## config.mk

```make
export PLATFORM = sky130hd
export DESIGN_NAME = vend_requester
export DESIGN_NICKNAME = d
export VERILOG_FILES = /design/src/rtl/vend_requester.sv
export SDC_FILE = /design/constraint.sdc
export NUM_CORES = 1
export LEC_CHECK = 0
export BUFFER_PORTS_ARGS = -buffer_cell sky130_fd_sc_hd__buf_4
export CAP_MARGIN = 20
export CORE_MARGIN = 4
export CORE_UTILIZATION = 36
export DETAILED_ROUTE_END_ITERATION = 6
export PLACE_DENSITY = 0.54
export SLEW_MARGIN = 25
export SYNTH_ARGS = -nofsm -noshare
export SYNTH_HDL_FRONTEND = slang
export SYNTH_SLANG_ARGS = --single-unit
```

## constraint.sdc

```tcl
create_clock -name clk -period 2.8 [get_ports clk]
set_input_delay 0 -clock clk [delete_from_list [all_inputs] [get_ports clk]]
set_output_delay 0 -clock clk [all_outputs]
set_load 0.005 [all_outputs]
```

## src/rtl/vend_requester.sv

```systemverilog
`default_nettype none
// ============================================================================
// Module   : vend_requester
// Purpose  : Requester FSM for a tea/coffee vending machine. It accepts a
//            customer request, checks stock, selects the product, pays with
//            a one- or two-unit coin, then waits a bounded time for the
//            delivery and reports the outcome with a one-cycle done pulse.
//            Successful deliveries are counted per product (saturating).
// Ports    : clk, rst               - clock, async active-high reset
//            req_valid/req_ready    - request handshake (ready only in IDLE)
//            req_item, req_coin2    - product (1=tea) and coin type (1=two-unit)
//            tea/coffee_available   - stock reported by the machine
//            deliver_tea/coffee     - delivery responses from the machine
//            change                 - change response from the machine
//            item, coin1, coin2     - drives to the machine
//            done_valid/status/change - transaction result
//            tea_count/coffee_count - saturating success counters
// Revision : 1.0 - initial release
// ============================================================================
module vend_requester #(
  parameter int TIMEOUT = 4,
  parameter int CNT_W   = 8
) (
  input  logic             clk,
  input  logic             rst,
  input  logic             req_valid,
  input  logic             req_item,
  input  logic             req_coin2,
  output logic             req_ready,
  input  logic [1:0]       tea_available,
  input  logic [1:0]       coffee_available,
  input  logic             deliver_tea,
  input  logic             deliver_coffee,
  input  logic             change,
  output logic             item,
  output logic             coin1,
  output logic             coin2,
  output logic             done_valid,
  output logic [1:0]       done_status,
  output logic             done_change,
  output logic [CNT_W-1:0] tea_count,
  output logic [CNT_W-1:0] coffee_count
);

  localparam logic [1:0] ST_OK       = 2'b00;
  localparam logic [1:0] ST_SOLD_OUT = 2'b01;
  localparam logic [1:0] ST_TIMEOUT  = 2'b10;
  localparam logic [1:0] ST_PROTOCOL = 2'b11;

  localparam logic [3:0]       TMO_LOAD = 4'(TIMEOUT);
  localparam logic [CNT_W-1:0] CNT_ONE  = CNT_W'(1);
  localparam logic [CNT_W-1:0] CNT_MAX  = {CNT_W{1'b1}};

  typedef enum logic [2:0] {
    S_IDLE   = 3'd0,
    S_CHECK  = 3'd1,
    S_SELECT = 3'd2,
    S_PAY    = 3'd3,
    S_WAIT   = 3'd4,
    S_DONE   = 3'd5
  } state_t;

  state_t     state;
  state_t     state_nxt;
  logic       lat_item;
  logic       lat_coin2;
  logic [3:0] wait_cnt;

  // Result of the transaction, computed on the cycle that leaves for DONE
  logic       fin;
  logic [1:0] fin_status;
  logic       fin_change;

  logic       stock_ok;
  logic       exp_del;
  logic       oth_del;

  assign stock_ok = lat_item ? (tea_available != 2'd0) : (coffee_available != 2'd0);
  assign exp_del  = lat_item ? deliver_tea    : deliver_coffee;
  assign oth_del  = lat_item ? deliver_coffee : deliver_tea;

  // --------------------------------------------------------------------------
  // Next-state and result logic
  // --------------------------------------------------------------------------
  always_comb begin
    state_nxt  = state;
    fin        = 1'b0;
    fin_status = ST_OK;
    fin_change = 1'b0;
    case (state)
      S_IDLE: begin
        if (req_valid) state_nxt = S_CHECK;
      end
      S_CHECK: begin
        if (stock_ok) begin
          state_nxt = S_SELECT;
        end else begin
          state_nxt  = S_DONE;
          fin        = 1'b1;
          fin_status = ST_SOLD_OUT;
        end
      end
      S_SELECT: state_nxt = S_PAY;
      S_PAY:    state_nxt = S_WAIT;
      S_WAIT: begin
        // Any delivery is evaluated before the timeout so that a delivery on
        // the last counted cycle still wins.
        if (oth_del) begin
          state_nxt  = S_DONE;
          fin        = 1'b1;
          fin_status = ST_PROTOCOL;
          fin_change = change;
        end else if (exp_del) begin
          state_nxt  = S_DONE;
          fin        = 1'b1;
          fin_status = (change == lat_coin2) ? ST_OK : ST_PROTOCOL;
          fin_change = change;
        end else if (wait_cnt <= 4'd1) begin
          state_nxt  = S_DONE;
          fin        = 1'b1;
          fin_status = ST_TIMEOUT;
        end
      end
      S_DONE:   state_nxt = S_IDLE;
      default:  state_nxt = S_IDLE;
    endcase
  end

  // Coins and handshake are decoded from state so an asynchronous reset
  // removes them in the same cycle.
  assign req_ready  = (state == S_IDLE);
  assign coin1      = (state == S_PAY) && !lat_coin2;
  assign coin2      = (state == S_PAY) &&  lat_coin2;
  assign done_valid = (state == S_DONE);

  // --------------------------------------------------------------------------
  // State and datapath registers
  // --------------------------------------------------------------------------
  always_ff @(posedge clk or posedge rst) begin
    if (rst) begin
      state        <= S_IDLE;
      lat_item     <= 1'b0;
      lat_coin2    <= 1'b0;
      wait_cnt     <= 4'd0;
      item         <= 1'b0;
      done_status  <= ST_OK;
      done_change  <= 1'b0;
      tea_count    <= '0;
      coffee_count <= '0;
    end else begin
      state <= state_nxt;

      if (state == S_IDLE && req_valid) begin
        lat_item  <= req_item;
        lat_coin2 <= req_coin2;
      end

      if (state == S_PAY) begin
        wait_cnt <= TMO_LOAD;
      end else if (state == S_WAIT && wait_cnt != 4'd0) begin
        wait_cnt <= wait_cnt - 4'd1;
      end

      // item is driven from SELECT onward and otherwise holds its last value
      if (state == S_CHECK && stock_ok) begin
        item <= lat_item;
      end

      if (fin) begin
        done_status <= fin_status;
        done_change <= fin_change;
        if (fin_status == ST_OK) begin
          if (lat_item) begin
            if (tea_count != CNT_MAX) tea_count <= tea_count + CNT_ONE;
          end else begin
            if (coffee_count != CNT_MAX) coffee_count <= coffee_count + CNT_ONE;
          end
        end
      end
    end
  end

endmodule
`default_nettype wire

```

Word-level counts from Yosys, hierarchy flattened --
Index checks and enable logic that the tools add are counted. Widths: inputs -> output; s select.
Word-level totals: word-level logic and storage cells 64, memory bits (read-only) 0, input port bits 12, memories kept 0, bits in registers 29, output and inout bits 24, RAM bits 0, latch bits 0
Operators by class: bitwise gates (word level) 1, muxes and demuxes 25, order comparisons 1, div/mod/pow operators 0, reduce and logical (&&, ||, !) cells 15, $mul 0, add/sub/neg operators 3, eq/ne operators 10, shifts and indexed selects 0
Operators by type and width (number):
- $add 8x1->8 const B | 2
- $ne 8x8->1 const B | 2
- $mux 3 | 5
- $pmux 3 s5 | 1
- $mux 1 | 11
- $mux 2 | 4
- $mux 4 | 2
- $reduce_and 4->1 | 2
- $eq 3x2->1 const B | 2
- $eq 3x3->1 const B | 2
- $reduce_bool 2->1 | 3
- $logic_and 1x1->1 | 5
- $le 4x1->1 const B | 1
- $ne 4x4->1 const B | 1
- $pmux 2 s2 | 1
- $reduce_bool 4->1 | 1
- $sub 4x1->4 const B | 1
- $eq 3x1->1 const B | 1
- $logic_not 3->1 | 1
- $logic_not 2->1 | 1
- $ne 2x2->1 const B | 1
- $pmux 1 s2 | 1
- $reduce_and 2->1 | 1
- $eq 1x1->1 | 1
- 2 further kinds | 2

Depth between registers and ports, before layout --
Gate-level depths: netlist of the first run.
word-level depth 7, gate-level depth with buffers 7

Worst setup path before layout of the first run --
Ideal clock, no wire load.
kind register to register, start register wait_cnt[0], end register coffee_count[5], required time 2676 ps, stages on the path, launching flop included 8, buffers on the path 0, slack 1093 ps, period minus slack after synthesis 1707 ps, data arrival time 1583 ps, path through dfrtp_1 inv_1 ha_1 nor2_1 o31ai_1 nor4b_4 nand3_1 xnor2_1
On the way: longest elaborated chain between the ends 7, elaborated cells on any way between the ends 11, classes of those cells order compare: 1; mux: 8; reduce/logical: 2
Ends and longest elaborated chain:
- from (decl) | RTL line 67 | logic [3:0] wait_cnt;
- from (signal assigned) | RTL line 161 | wait_cnt <= wait_cnt - 4'd1;
- $le 4x1->1 (*) | RTL line 118 | end else if (wait_cnt <= 4'd1) begin
- $mux 2 | RTL line 118
- $mux 2 | RTL line 113 | end else if (exp_del) begin
- $mux 2 | RTL line 108 | if (oth_del) begin
- $pmux 2 s2 | RTL line 90 | case (state)
- $logic_not 2->1 | RTL line 172 | if (fin_status == ST_OK) begin
- $reduce_and 4->1 (no source line) (*)
- to (signal assigned) | RTL line 176 | if (coffee_count != CNT_MAX) coffee_count <= coffee_count + CNT_ONE;
- to (decl) | RTL line 42 | output logic [CNT_W-1:0] coffee_count
Mark *: on every way between the ends. The rest lies on a longest branch, timed or not. A chain may end at the register's enable or synchronous reset.

Worst setup path after layout of the first run --
Same ends and word-level chain as after synthesis.

==> run summary, run 1 <==
status: complete, no violations
WL/cell: 14.34 um
crit path max fanout: 4
Synth Instances: 142
drt pass-1 iters: 4
cell taking the most area after synthesis: dfrtp_1
initial antenna violation count: 0
Max Transition Viols Final: 0
Synth cell types: 44
core area: 0.004115 mm^2
sequential area share after synthesis: 45.89%
CP Data Arrival Time: 2.11 ns
Yosys top cell area share: 45.89%
Tcrit/Tclk final: 69.54%
synth top area cells: dfrtp_1 (46%), xnor2_1 (6.1%), ha_1 (4.0%)
Mapped Area: 0.001582 mm^2
LEAKAGE: 0.0009461 uW
Antenna Nets Post-Route: 0
count leader, synth: dfrtp_1
CP Capture Type: flip-flop
clk_lat worst skew: 0.28 ns
Final setup viols: 0
Area Overhead vs Synth: 27.61%
GRT Total Usage: 13.36%
Synth warnings: 0
I/O Buffers: 35
first-pass GRT wire length: 5616 um
Final HPWL DP: 2489 um
hold buffers post-CTS: 3
pwr dens: 797.8 mW/mm^2
Routed WL: 3371 um
Starting Density: 38.43%
Post-route DRC: 0
GPL Wtd Cong: 0.7280
HP Start: req_valid
R2R depth: 7
grt total ovfl: 0
post_cts resized: 0
Ant. Diodes: 0
die width: 74.28 um
fin crit period: 1.947 ns
syn nets: 159
worst hold path class: input pin to flip-flop
# clock sinks: 29
IO Pins: 36
reg2reg setup slack: 0.85 ns
reg2reg start: wait_cnt[0]$_DFFE_PP0P_
Layout Utilization: 49.04%
H-tree Lvls: 2
Fin Clk Skew: 0.003284 ns
Crit Path Category: flip-flop to flip-flop
Post-synth top cells: dfrtp_1 (29), nor2_1 (14), xnor2_1 (11), nand2_1 (8)
Yosys reg bits: 29
# rows: 23
CTS Buffer Depth: 2
die extent in y: 74.28 um
vias in the first global route: 1145
CP Data Required Time: 2.96 ns
NumNets Final: 201
Vias/cell: 5.145
maximum clock rate: 513.6 MHz
Worst VDD drop: 0.5438 mV
Startpoint Class: flip-flop
initial detailed-routing violation count: 41
worst hold path depth: 3
RSZ-0062 raised after global routing: no
r2r endpoint: coffee_count[5]$_DFFE_PP0P_
WHS Endpoint: state[0]$_DFFE_PP0P_
routed via count: 1209
worst slew pin tran: 0.6080 ns
fraction of registers with async set/reset: 100.0%
Worst-path clk slew: 0.06 ns
Most used DFF post-synth: dfrtp_1
syn avg cell area: 11.14 um^2
CTS tree: built
Max-Cap Viols: 0
number of enable flip-flop cells after synthesis: 0
DIE AREA: 0.005518 mm^2
Root Buffer: clkbuf_8
CTS Buf Count: 5
largest net degree at the start of global routing: 30
setup TNS: 0 ns
fillcell total: 374
Final Hold Viols: 0
setup repair bufs after CTS: 0
relative slew slack: 59.41%
ratio of cells with drive above 1 in the final layout: 32.43%
-- kinds of logic (layout without fill, tap and decap cells) --
| family | Yosys count | count (layout) | synth area share (%) |
|---|---|---|---|
| AOI/OAI and AO/OA | 24 | 24 | 13.13 |
| DFF | 29 | 29 | 45.89 |
| muxes | 6 | 6 | 4.114 |
| buffers and inverters | 7 | 50 | 2.214 |
| adders and majority gates | 5 | 5 | 3.956 |
| xor gates and xnor gates | 16 | 16 | 9.335 |
| and+or+nand+nor | 55 | 55 | 21.36 |
-- power breakdown --
| group | internal (uW) | switching [uW] |
|---|---|---|
| clock network | 222 | 155 |
| registers | 526 | 163 |
| logic | 295 | 250 |
-- how the worst max path moves through the flow --
| stage | end | slack, ns | cells past startpoint | from |
|---|---|---|---|---|
| 6_report | coffee_count[5]$_DFFE_PP0P_ | 0.85 | 7 | wait_cnt[0]$_DFFE_PP0P_ |
| 5_1_grt | coffee_count[5]$_DFFE_PP0P_ | 0.57 | 7 | wait_cnt[1]$_DFFE_PP0P_ |
| 4_1_cts | coffee_count[5]$_DFFE_PP0P_ | 0.81 | 7 | wait_cnt[0]$_DFFE_PP0P_ |
| 3_5_place_dp | coffee_count[5]$_DFFE_PP0P_ | 0.85 | 7 | wait_cnt[0]$_DFFE_PP0P_ |
| 3_3_place_gp | coffee_count[5]$_DFFE_PP0P_ | 0.92 | 7 | wait_cnt[0]$_DFFE_PP0P_ |
| 2_1_floorplan | coffee_count[5]$_DFFE_PP0P_ | 1.09 | 7 | wait_cnt[0]$_DFFE_PP0P_ |
-- layer usage --
| layer | global-route usage [%] | part of all wire (%) | vias to the layer above |
|---|---|---|---|
| li1 | - | - | 595 |
| met1 | 18.52 | 47 | 578 |
| met2 | 18.90 | 45 | 30 |
| met3 | 4.459 | 6.3 | 6 |
| met4 | 5.929 | 1.5 | 0 |
| met5 | 0 | 0 | - |
-- final cells by class --
type                       count  area (um^2)  area share, %
inverter                       4        15.01         0.7440
clock buffer                   7        96.34          4.774
timing repair buffer          38        292.8          14.51
clock inverter                 1        5.005         0.2480
tap                           50        62.56          3.100
multi-input combinational    106        820.8          40.67
sequential                    29        725.7          35.96
-- stage by stage --
| stage | setup WS (ns) | power (uW) | instances | hold WS [ns] | area [um^2] |
|---|---|---|---|---|---|
| after floorplan | 1.093 | 1043 | 142 | 0.07811 | 1582 |
| after global placement | 0.9218 | 1224 | 224 | 0.2361 | 1887 |
| after detailed placement | 0.8504 | 1242 | 224 | 0.1255 | 1887 |
| after CTS | 0.8107 | 1631 | 235 | 0.01732 | 2018 |
| after global routing | 0.5672 | 1740 | 235 | 0.03455 | 2018 |
| final | 0.8528 | 1610 | 235 | 0.02246 | 2018 |
-- worst max-delay path: stages, from the launching register on --
cell and delay (ns):
dfrtp_1 0.41, inv_1 0.10, ha_1 0.19, nor2_1 0.06, o31ai_1 0.45, nor4b_4 0.36
nand3_1 0.13, xnor2_1 0.14
-- cell usage in the layout (no fill, tap or decap), types with 2 or more instances in the layout --
cell type / instances
mux2_2: 4
and2_1: 2
o21ai_0: 6
o31ai_1: 3
buf_4: 35
nor2_1: 14
a21oi_1: 5
xnor2_1: 11
nand4_1: 6
nand3_1: 3
nand2_1: 8
nand2b_1: 2
nand3b_1: 2
ha_1: 5
mux2i_1: 2
and3b_1: 2
and3_1: 3
dlygate4sd3_1: 3
nor3_1: 3
dfrtp_1: 29
xor2_1: 4
inv_1: 3
clkbuf_8: 7
-- state kept, by name, summed over array words and instances (netlist names) --
name,count
wait_cnt,4
coffee_count,8
state,3
lat_item,1
item,1
tea_count,8
lat_coin2,1
done_change,1
done_status,2
Note: power is estimated with default switching activity, not from simulation.
==> run 2: changes to the inputs <==
- clock period: 2.8 -> 1.99 ns (I/O delays scaled with it)
==> run summary, run 2 (same netlist as run 1, synthesis figures left out) <==
placed insts: 229
initial detailed-routing violation count: 32
crit path buf inv count: 2
initial antenna violation count: 0
first-pass GRT wire length: 5485 um
met3 Usage GRT: 4.189%
drt pass-1 iters: 4
worst slew pin tran: 0.4336 ns
register share of total power: 39.2%
sw frac: 34.76%
Most Used Layer, Global Route: met2
CP Data Required Time: 2.16 ns
vias in the first global route: 1139
R2R depth: 8
status: complete, no violations
Largest stage delay, worst path: 0.42 ns
WL/cell: 13.95 um
Pint: 1505 uW
setup repair bufs after CTS: 0
Finished Layout Cells: 241
Root Buffer: clkbuf_8
CTS Buf Count: 5
r2r endpoint: done_status[1]$_DFFE_PP0N_
largest net degree at the start of global routing: 30
# rows: 23
post_cts resized: 0
core area: 0.004115 mm^2
Startpoint Class: flip-flop
commonest non-fill, non-tap cells in the layout: buf_4 (40), dfrtp_1 (29), nor2_1 (14)
CTS tree: built
CP Capture Type: flip-flop
CP Data Arrival Time: 2.07 ns
Final HPWL DP: 2524 um
Antenna Nets Post-Route: 0
worst hold path class: input pin to flip-flop
design area: 0.002066 mm^2
setup TNS: 0 ns
ratio of cells with drive above 1 in the final layout: 33.51%
Fin Clk Skew: 0.007491 ns
# clock sinks: 29
Max Transition Viols Final: 0
Routed WL: 3362 um
NumNets Final: 207
M2 GR Usage: 19.09%
die width: 74.28 um
Global Route met1 Usage: 18.17%
Setup crit start: wait_cnt[0]$_DFFE_PP0P_
Final setup viols: 0
CP cell instances: inv_1 -> ha_1 -> nor2_1 -> o31ai_1 -> buf_4 -> nand3b_1 -> a21o_1 -> a32o_1
GPL Wtd Cong: 0.7735
Worst-path clk slew: 0.06 ns
DIE AREA: 0.005518 mm^2
routed via count: 1245
GRT Total Usage: 13.23%
Max-Cap Viols: 0
Logic pwr share: 37.7%
maximum clock rate: 526.6 MHz
H-tree Lvls: 2
Crit Path Category: flip-flop to flip-flop
Worst VDD drop: 0.5310 mV
Tcrit/Tclk final: 95.42%
Ant. Diodes: 0
fin crit period: 1.899 ns
Starting Density: 38.43%
Post-route DRC: 0
Slowest-stage cell, CP: dfrtp_1
Area after DPL: 0.001924 mm^2
Vias/cell: 5.166
IO Pins: 36
CTS Buffer Depth: 2
LEAKAGE: 0.0009757 uW
Largest regs: coffee_count: 8 flops, tea_count: 8 flops, wait_cnt: 4 flops
RSZ-0062 raised after global routing: no
most common cell after layout, fill and taps aside: buf_4
Final Hold Viols: 0
CP Capture Point: done_status[1]$_DFFE_PP0N_
grt total ovfl: 0
reg2reg setup slack: 0.09 ns
crit path max fanout: 4
Area Overhead vs Synth: 30.62%
clock group share of total power: 23.2%
Sw Pwr: 802.0 uW
clk_lat worst skew: 0.28 ns
pwr dens: 1117 mW/mm^2
fillcell total: 383
I/O Buffers: 35
Crit path max-delay family: compound AO/OA/AOI/OAI gates
Levels on crit path: 8
die extent in y: 74.28 um
reg2reg start: wait_cnt[0]$_DFFE_PP0P_
relative slew slack: 70.84%
## run 2: cell count changes in the layout (fill, tap and decap cells not counted)
cell           before  now
inv_2               1    0
buf_4              35   40
inv_1               3    4
dlygate4sd3_1       3    4
## run 2: timing repair
action / 4_1_cts / 5_1_grt
hold endpoints to repair: 32 / 0
hold buffers: 4 / 0
endpoints found under the setup margin: 0 / 0
## run 2: worst min-delay path by stage
stage / endpoint / from / slack, ns / cells after the start
after floorplan: coffee_count[0]$_DFFE_PP0P_ / rst / 0.08 / 1
after CTS: state[0]$_DFFE_PP0P_ / req_valid / 0.01 / 3
after global routing: done_change$_DFFE_PP0N_ / change / 0.03 / 3
after global placement: tea_count[6]$_DFFE_PP0P_ / rst / 0.11 / 3
final: state[0]$_DFFE_PP0P_ / req_valid / 0.02 / 3
after detailed placement: tea_count[6]$_DFFE_PP0P_ / rst / 0.12 / 3
## run 2: stage by stage
| step | setup slack, ns | hold WS (ns) | utilization (%) | total power (uW) |
|---|---|---|---|---|
| final | 0.09116 | 0.01886 | 50.20 | 2307 |
| after global routing | 0.03241 | 0.02569 | 50.20 | 2481 |
| after detailed placement | 0.1365 | 0.1156 | 46.76 | 1785 |
| after global placement | 0.1924 | 0.1062 | 46.76 | 1773 |
| after floorplan | 0.2832 | 0.07811 | - | 1468 |
| after CTS | 0.1147 | 0.01440 | 50.20 | 2340 |
## run 2: routing by layer
layer	vias to the layer above	wire length (um)
li1	603	-
met1	597	1540
met2	38	1507
met3	7	247
met4	0	67
met5	-	0
## run 2: power by group through the flow
| stage | Sequential, uW | Combinational, uW | Clock (uW) |
|---|---|---|---|
| final | 904 | 869 | 534 |
| after global routing | 927 | 976 | 577 |
| after CTS | 905 | 880 | 554 |
| after detailed placement | 914 | 871 | 0 |
| after global placement | 909 | 865 | 0 |
| after floorplan | 884 | 584 | 0 |
## run 2: area by class of cell
| type | count | area (um^2) | share of cell area [%] |
|---|---|---|---|
| clock inverter | 1 | 5.005 | 0.2423 |
| sequential | 29 | 725.7 | 35.13 |
| clock buffer | 7 | 96.34 | 4.664 |
| multi-input combinational | 106 | 820.8 | 39.73 |
| inverter | 4 | 15.01 | 0.7268 |
| timing repair buffer | 44 | 340.3 | 16.47 |
| tap | 50 | 62.56 | 3.028 |
## run 2: tightest hold or removal path: stages
cell	delay [ns]
buf_4	0.11
nor2_1	0.08
o31ai_1	0.06
